$ cat src/rtl/mult4_serial_pkg.sv
// mult4_pkg: shared state encoding and sizes for the serial 4x4 multiplier
package mult4_pkg;
    localparam int MULT4_STEPS = 4;
    localparam int MULT4_W = 4;
    typedef enum logic [1:0] {IDLE = 2'b00, CALC = 2'b01, DONE = 2'b10} state_t;
endpackage

$ cat src/rtl/mult4_serial_if.sv
// mult4_serial_if: operand-in / product-out valid-ready bundle
interface mult4_serial_if;
    import mult4_pkg::*;
    logic in_valid;
    logic in_ready;
    logic [MULT4_W-1:0] a;
    logic [MULT4_W-1:0] b;
    logic out_valid;
    logic out_ready;
    logic [2*MULT4_W-1:0] prod;
    modport master(output in_valid, a, b, out_ready, input in_ready, out_valid, prod);
    modport slave(input in_valid, a, b, out_ready, output in_ready, out_valid, prod);
endinterface

$ cat src/rtl/soma4bit.sv
// soma4bit: 4-bit ripple-carry adder, carry-in tied low
module soma4bit (
    input  logic [3:0] a_i,
    input  logic [3:0] b_i,
    output logic [3:0] s_o,
    output logic       c_out_o
);
    logic [4:0] c;
    assign c[0] = 1'b0;
    for (genvar i = 0; i < 4; i++) begin : g_fa
        assign s_o[i]   = a_i[i] ^ b_i[i] ^ c[i];
        assign c[i+1]   = (a_i[i] & b_i[i]) | (c[i] & (a_i[i] ^ b_i[i]));
    end
    assign c_out_o = c[4];
endmodule

$ cat src/rtl/mult4_serial.sv
// mult4_serial: shift-and-add 4x4 multiplier on one soma4bit; MULT4_ZERO_SKIP_EN bypasses CALC for zero operands
module mult4_serial
    import mult4_pkg::*;
(
    input  logic          clk,
    input  logic          rst_n,
    mult4_serial_if.slave bus
);
    state_t               state_q;
    logic [MULT4_W-1:0]   acc_q, q_q, m_q, s_d, addend_d;
    logic                 c_d;
    logic [1:0]           step_q;
    logic [2*MULT4_W-1:0] prod_q, shift_d;

    assign addend_d = q_q[0] ? m_q : '0;

    soma4bit u_add (
        .a_i     (acc_q),
        .b_i     (addend_d),
        .s_o     (s_d),
        .c_out_o (c_d)
    );

    // carry lands in bit 7 so the 9-bit {c,s,q} shifts right without losing it
    assign shift_d = {c_d, s_d, q_q[MULT4_W-1:1]};

    // control FSM, datapath registers and the registered product
    always_ff @(posedge clk or negedge rst_n) begin
        if (!rst_n) begin
            state_q <= IDLE;
            acc_q   <= '0;
            q_q     <= '0;
            m_q     <= '0;
            step_q  <= '0;
            prod_q  <= '0;
        end else begin
            case (state_q)
                IDLE: if (bus.in_valid) begin
                    m_q    <= bus.a;
                    q_q    <= bus.b;
                    acc_q  <= '0;
                    step_q <= '0;
`ifdef MULT4_ZERO_SKIP_EN
                    if (bus.a == '0 || bus.b == '0) begin
                        state_q <= DONE;
                        prod_q  <= '0;
                    end else begin
                        state_q <= CALC;
                    end
`else
                    state_q <= CALC;
`endif
                end
                CALC: begin
                    {acc_q, q_q} <= shift_d;
                    step_q       <= step_q + 2'd1;
                    if (step_q == 2'(MULT4_STEPS - 1)) begin
                        state_q <= DONE;
                        prod_q  <= shift_d;
                    end
                end
                DONE: if (bus.out_ready) state_q <= IDLE;
                default: state_q <= IDLE;
            endcase
        end
    end

    assign bus.in_ready  = (state_q == IDLE);
    assign bus.out_valid = (state_q == DONE);
    assign bus.prod      = prod_q;
endmodule

$ cat src/flat_wrapper.sv
// flat-port wrapper written by rule: the top's interface ports become plain ports
module mult4_serial_flat import mult4_pkg::*;
  (clk, rst_n, bus_in_valid, bus_a, bus_b, bus_out_ready, bus_in_ready, bus_out_valid, bus_prod);
  mult4_serial_if bus_i ();
  input  logic clk;
  input  logic rst_n;
  input wire logic [$bits(bus_i.in_valid)-1:0] bus_in_valid;
  input wire logic [$bits(bus_i.a)-1:0] bus_a;
  input wire logic [$bits(bus_i.b)-1:0] bus_b;
  input wire logic [$bits(bus_i.out_ready)-1:0] bus_out_ready;
  output wire logic [$bits(bus_i.in_ready)-1:0] bus_in_ready;
  output wire logic [$bits(bus_i.out_valid)-1:0] bus_out_valid;
  output wire logic [$bits(bus_i.prod)-1:0] bus_prod;
  assign bus_i.in_valid = bus_in_valid;
  assign bus_i.a = bus_a;
  assign bus_i.b = bus_b;
  assign bus_i.out_ready = bus_out_ready;
  assign bus_in_ready = bus_i.in_ready;
  assign bus_out_valid = bus_i.out_valid;
  assign bus_prod = bus_i.prod;
  mult4_serial u_core (.clk(clk), .rst_n(rst_n), .bus(bus_i));
endmodule
$ cat config.mk
export PLATFORM = sky130hd
export DESIGN_NAME = mult4_serial_flat
export DESIGN_NICKNAME = d
export VERILOG_FILES = /design/src/rtl/mult4_serial_pkg.sv /design/src/rtl/mult4_serial_if.sv /design/src/rtl/soma4bit.sv /design/src/rtl/mult4_serial.sv /design/src/flat_wrapper.sv
export SDC_FILE = /design/constraint.sdc
export NUM_CORES = 1
export LEC_CHECK = 0
export ABC_AREA = 1
export BUFFER_PORTS_ARGS = -buffer_cell sky130_fd_sc_hd__buf_2
export CELL_PAD_IN_SITES_DETAIL_PLACEMENT = 1
export CELL_PAD_IN_SITES_GLOBAL_PLACEMENT = 2
export CORE_MARGIN = 3
export CORE_UTILIZATION = 33
export DETAILED_ROUTE_END_ITERATION = 10
export PLACE_DENSITY_LB_ADDON = 0.15
export RECOVER_POWER = 25
export SYNTH_ARGS = -nofsm -noshare
export SYNTH_HDL_FRONTEND = slang
export SYNTH_SLANG_ARGS = --single-unit
$ cat constraint.sdc
create_clock -name clk -period 2.2 [get_ports clk]
set_clock_uncertainty 0.05 [all_clocks]
set_input_delay 0.44 -clock clk [delete_from_list [all_inputs] [get_ports clk]]
set_output_delay 0.44 -clock clk [all_outputs]
set_load 0.02 [all_outputs]
==> results of run 1 <==
==> path summary, 6_finish.rpt <==
check	start	endpoint	slack, ns	cells after the start
min in group asynchronous	rst_n	u_core.bus.prod[5]	0.32	1
hold / removal	bus_out_ready	u_core.state_q[1]	0.24	2
hold reg to reg	u_core.m_q[1]	u_core.m_q[1]	0.44	2
setup / recovery	u_core.q_q[0]	u_core.acc_q[2]	0.09	8
setup reg to reg	u_core.q_q[0]	u_core.acc_q[2]	0.09	8
max in group asynchronous	rst_n	u_core.q_q[0]	0.93	1
==> cell usage after synthesis <==
master / number
o21ai_4: 1
o31ai_1: 1
nor2_4: 1
o21ai_1: 1
buf_12: 1
inv_1: 11
nand2_2: 1
inv_4: 1
o21ai_0: 4
nand3_4: 1
ha_1: 2
o21ai_2: 9
nor2_1: 1
buf_6: 2
nand3_1: 9
fa_1: 3
nand2_1: 48
dfrtp_1: 24
==> per-stage QoR <==
| stage | cell area [µm²] | power, µW | hold slack [ns] | util (%) | cells |
|---|---|---|---|---|---|
| after global placement | 1285 | 1567 | 0.4078 | 40.12 | 183 |
| after CTS | 1308 | 1804 | 0.05108 | 40.82 | 186 |
| after floorplan | 1167 | 1407 | 0.09441 | - | 121 |
| after detailed placement | 1285 | 1606 | 0.4128 | 40.12 | 183 |
| after global routing | 1315 | 1963 | 0.2134 | 41.05 | 187 |
| final | 1315 | 1777 | 0.2386 | 41.05 | 187 |
==> sequential cells by signal, summed over array words and instances, names as in the netlist <==
signal,cells
u_core.q_q,4
u_core.m_q,4
u_core.step_q,2
u_core.state_q,2
u_core.acc_q,4
u_core.bus.prod,8
==> final cells by class <==
class | instances | area share, %
Clock buffer | 3 | 1.713
Inverter | 12 | 3.616
Tap cell | 44 | 4.186
Sequential cell | 24 | 45.77
Multi-Input combinational cell | 82 | 36.25
Timing Repair Buffer | 22 | 8.468
==> per-layer routing <==
metal	GRT usage, %	vias to the layer above	part of all wire (%)
li1	-	426	-
met1	17.05	409	46
met2	21.24	19	47
met3	2.051	5	4.1
met4	6.218	0	2.2
met5	0	-	0
==> what timing repair did <==
| action | 4_1_cts | 5_1_grt |
|---|---|---|
| hold buffers | 0 | 0 |
| gates resized for setup | 0 | 2 |
| buffers inserted | 0 | 1 |
| setup endpoints to repair | 0 | 1 |
==> critical path, cell delays in order, from the launching register on <==
cell,delay (ns)
dfrtp_2,0.45
nand2_1,0.08
inv_1,0.05
ha_1,0.18
fa_1,0.36
inv_1,0.08
fa_1,0.18
fa_1,0.44
o21ai_1,0.17
==> power by group through the flow <==
stage               Clock [µW]  Combinational, µW  Sequential (µW)
floorplan                    0                612              795
global placement             0                791              775
detailed placement           0                814              792
CTS                        204                815              785
global route               226                925              811
finish                     195                801              781
==> cell families (layout without fill, tap and decap cells) <==
group | after synthesis | count (layout) | share of synthesized area (%)
buf+inv | 15 | 37 | 7.717
simple gates | 61 | 61 | 22.61
compound gates | 16 | 16 | 10.93
fa+ha+maj | 5 | 5 | 7.288
flops | 24 | 24 | 51.45
==> qor.yml, run 1 <==
cells_and_area:
  layout-drive-gt1-share_pct: 27.27
  final_nets: 162
  area_delta_synth_final_pct: 12.65
  seqCellArea_um2: 601.8
  multi_input_area_um2: 476.7
  final_common_cell: "nand2_1"
  n_antenna_cell: 0
  mostFrequentLayoutCells: "nand2_1, dfrtp_1, buf_2"
  fillCellCount: 392
logic_synthesis:
  netlist.area_leader.share_pct: 51.45
  synth-seq-area-share_pct: 51.45
  synth_nets: 138
  ys_ff_latch: 24
  synthDominantAreaCellType: "dfrtp_1"
  yosys_warnings: 0
  ys_types: 18
  syn_area_mm2: 0.001167
  synth_area_leaders: "dfrtp_1, nand2_1, o21ai_2"
  synth.avg_cell_area_um2: 9.648
  netlist_instances: 121
critical_path:
  startpoint_type: "flop"
  end_kind: "flop"
  crit_required_ns: 2.40
  arrival_ns: 2.31
  crit_type: "reg2reg"
  cp_max_fo: 4
clocking:
  clkLatencyLatePin_ns: 0.32
  cts.sink_count: 24
  cts-root-buf: "clkbuf_4"
  path_clk_slew_ns: 0.13
  cts_tree: "yes"
  h-tree-depth: 1
  cts_inserted_buffers: 3
  clockBufferDepth: 2
timing:
  slew_headroom_pct: 13.55
  setup_viol: 0
  setup-tns-final_ns: 0
  worst_pin_slew_ns: 1.297
  hold_violations: 0
  fin_crit_ns: 2.112
  finalCritPeriodShare_pct: 96.01
  fmax_mhz: 473.5
  final_max_slew_viol_count: 0
  grt_setup_unrepaired: "no"
  fin_ws_ns: 0.08785
power_and_ir_drop:
  switching_power_uw: 803.8
  irDropWorstVdd_v: 0.0005103
  total_leakage_power_uw: 0.0006789
  internal_power_uw: 973.1
  p_seq_share_pct: 43.9
  power_frac_comb_pct: 45.1
  pwr-share-clk_pct: 11.0
  p_per_area_mw_per_mm2: 1351
  swShare_pct: 45.24
floorplanning:
  chipWidth_um: 65.48
  dieHeight_um: 65.48
  core_mm2: 0.003203
  io_pins: 22
  rows: 20
  die_area_mm2: 0.004287
  start_util_pct: 36.45
status:
  status: "complete, no violations"
routing:
  drtPass1Iterations: 4
  routed_wl_um: 2361
  vias: 859
  first_iter_violations: 16
  antenna_left: 0
  wl_per_cell_um: 12.63
  drcViolationCount: 0
  routed_via_density: 4.594
run:
  drv_cap: 0
grt:
  track_usage_pct: 13.10
  grt-ovfl-total: 0
  grt_pass1_vias: 897
  antenna_found_initial: 0
  grt_max_degree: 25
  grt_pass1_wl_um: 4209
placement:
  gp_congestion: 0.7089
  port_buffers: 21
  dp_slack_ns: 0.09021
  dp_hpwl_um: 1708
worst_hold_path:
  min_path_type: "in2reg"
Power figures use the tool's default switching activity.
==> run 2, diff against run 1 <==
- CORE_UTILIZATION: 33 -> 32
- SETUP_SLACK_MARGIN: default -> 0.02
- SYNTH_HIERARCHICAL: default -> 1
==> qor.yml, run 2 <==
routing:
  drtPass1Iterations: 4  # unchanged
  wl_per_cell_um: 12.33  # -2.4%
  drcViolationCount: 0  # unchanged
  vias: 920  # +7.1%
  routed_wl_um: 2539  # +7.5%
  antenna_left: 0  # unchanged
  first_iter_violations: 19  # +3
  routed_via_density: 4.466  # -2.8%
clocking:
  cts_tree: "yes"
  clkLatencyLatePin_ns: 0.26  # -0.06 ns
  clockBufferDepth: 2  # unchanged
  cts-root-buf: "clkbuf_8"
  cts.sink_count: 24  # unchanged
  path_clk_slew_ns: 0.09  # -0.04 ns
  cts_inserted_buffers: 3  # unchanged
  h-tree-depth: 1  # unchanged
logic_synthesis:
  netlist.area_leader.share_pct: 50.58  # -0.87 points
  syn_area_mm2: 0.001187  # +1.7%
  async_flop_share_pct: 100.0  # unchanged
  synth_nets: 152  # +10%
  yosys_most_used_dff: "dfrtp_1"
  synth.most_common_cell: "nand2_1"
  synthDominantAreaCellType: "dfrtp_1"
  synth_edf_count: 0  # unchanged
  ys_ff_latch: 24  # unchanged
  synth-seq-area-share_pct: 50.58  # -0.87 points
  synthXorXnorAreaFrac_pct: 0  # unchanged
  synth_top_family_by_area: "simple AND/OR/NAND/NOR gates"
  yosys.area_share.simple_pct: 25.71  # +3.1 points
  netlist_instances: 135  # +12%
  synth_fa_ha_area_share_pct: 7.165  # -0.12 points
  synthMuxAreaShare_pct: 0  # unchanged
  synth_area_leaders: "dfrtp_1, nand2_1, inv_1"
  synth_compound_area_share_pct: 6.849  # -4.1 points
  ys_types: 17  # -1
  synth_commonest_cells: "nand2_1, dfrtp_1, inv_1"
  synth.avg_cell_area_um2: 8.795  # -8.8%
  yosys_warnings: 6  # +6
timing:
  fin_crit_ns: 2.083  # -0.02939 ns
  setup_viol: 0  # unchanged
  fmax_mhz: 480.1  # +1.4%
  setup-tns-final_ns: 0  # unchanged
  worst_pin_slew_ns: 1.303  # +0.006479 ns
  slew_headroom_pct: 13.12  # -0.43 points
  grt_setup_unrepaired: "yes"
  final_max_slew_viol_count: 0  # unchanged
  hold_violations: 0  # unchanged
  fin_ws_ns: 0.1172  # +0.02939 ns
  finalCritPeriodShare_pct: 94.67  # -1.3 points
placement:
  port_buffers: 21  # unchanged
  dp_slack_ns: 0.008411  # -0.08180 ns
  dp.cells: 200  # +9.3%
  gp_congestion: 0.8052  # +14%
  dp_hpwl_um: 1903  # +11%
critical_path:
  crit_type: "reg2reg"
  path_common_cell: "inv_2"
  max_stage_delay_ns: 0.42  # -0.03 ns
  startpoint_type: "flop"
  end_kind: "flop"
  arrival_ns: 2.23  # -0.08 ns
  worst-r2r-cell-count: 12  # +4
  critical_path.cell_chain: "nand2_1 > inv_1 > ha_1 > inv_1 > fa_2 > inv_2 > fa_2 > inv_2 > fa_1 > inv_2 > inv_2 > o21ai_2"
  slowest_stage: "fa_1"
  crit_required_ns: 2.35  # -0.05 ns
  cp_max_fo: 3  # -1
floorplanning:
  die_area_mm2: 0.004478  # +4.4%
  dieHeight_um: 66.92  # +2.2%
  start_util_pct: 34.50  # -1.9 points
  core_mm2: 0.003442  # +7.5%
  rows: 21  # +5.0%
  io_pins: 22  # unchanged
  chipWidth_um: 66.92  # +2.2%
cells_and_area:
  layout-drive-gt1-share_pct: 30.00  # +2.7 points
  final_common_cell: "nand2_1"
  final_nets: 179  # +10%
  n_antenna_cell: 0  # unchanged
  largest_reg_flops: 8  # unchanged
  mostFrequentLayoutCells: "nand2_1, dfrtp_1, buf_2"
  layout.cells.non_filler: 206  # +10%
  area_delta_synth_final_pct: 17.81
grt:
  grt-ovfl-total: 0  # unchanged
  track_usage_pct: 13.38  # +0.28 points
  grt_pass1_wl_um: 4422  # +5.1%
  antenna_found_initial: 0  # unchanged
  grt_pass1_vias: 956  # +6.6%
  grt_max_degree: 25  # unchanged
power_and_ir_drop:
  total_leakage_power_uw: 0.0007775  # +15%
  p_per_area_mw_per_mm2: 1358  # +0.51%
  irDropWorstVdd_v: 0.0004337  # -15%
worst_hold_path:
  min_path_type: "in2reg"
  hold_depth: 2  # unchanged
status:
  status: "complete, no violations"
run:
  drv_cap: 0  # unchanged
## run 2: critical path: cells and delay by family, from the launching register on
| family | cells | cell delay, ns |
|---|---|---|
| simple gates | 1 | 0.06 |
| compound gates | 1 | 0.11 |
| flops | 1 | 0.40 |
| fa+ha+maj | 4 | 1.09 |
| buf+inv | 6 | 0.31 |
## run 2: worst paths after layout
kind | from | endpoint | slack, ns
max | u_core/q_q[0] | u_core/bus.prod[6] | 0.12
min | bus_out_ready | u_core/state_q[1] | 0.31
max reg2reg | u_core/q_q[0] | u_core/bus.prod[6] | 0.12
min reg2reg | u_core/bus.prod[2] | u_core/bus.prod[2] | 0.42
max in group asynchronous | rst_n | u_core/m_q[2] | 0.94
min in group asynchronous | rst_n | u_core/bus.prod[1] | 0.39
## run 2: area by class of cell
| cell class | count | area, µm² |
|---|---|---|
| fillers | 429 | 2043 |
| well taps | 46 | 57.56 |
| inverters | 21 | 81.33 |
| flip-flops and latches | 24 | 600.6 |
| clock buffers | 3 | 41.29 |
| multi-input cells | 87 | 484.2 |
| repair buffers | 25 | 133.9 |
## run 2: cells by family (layout without fill, tap and decap cells)
logic type,after synthesis,in the layout
AOI/OAI and AO/OA,12,12
adders and majority gates,5,5
buffers and inverters,24,49
DFF,24,24
and+or+nand+nor,70,70
## run 2: timing repair
action,CTS,global route
buffers inserted,3,0
hold buffers,0,0
resized for setup,0,11
setup endpoints to repair,1,4
pin swaps,0,3
## run 2: power breakdown
group          switching (µW)  internal, µW
Combinational             551           312
Sequential                156           620
Clock                     138           122
## run 2: metrics by stage
step	total power [µW]	hold slack, ns	area, µm²	util, %
after floorplan	1390	0.09441	1187	-
after global placement	1586	0.4049	1324	38.46
after detailed placement	1615	0.4082	1324	38.46
after CTS	1921	0.1228	1388	40.31
after global routing	2088	0.3101	1399	40.64
final	1900	0.3090	1399	40.64
## run 2: per-layer routing
metal	GRT usage, %	wire, µm
met5	0	0
met3	2.698	125
met4	6.076	21
met2	20.92	1201
met1	17.66	1191
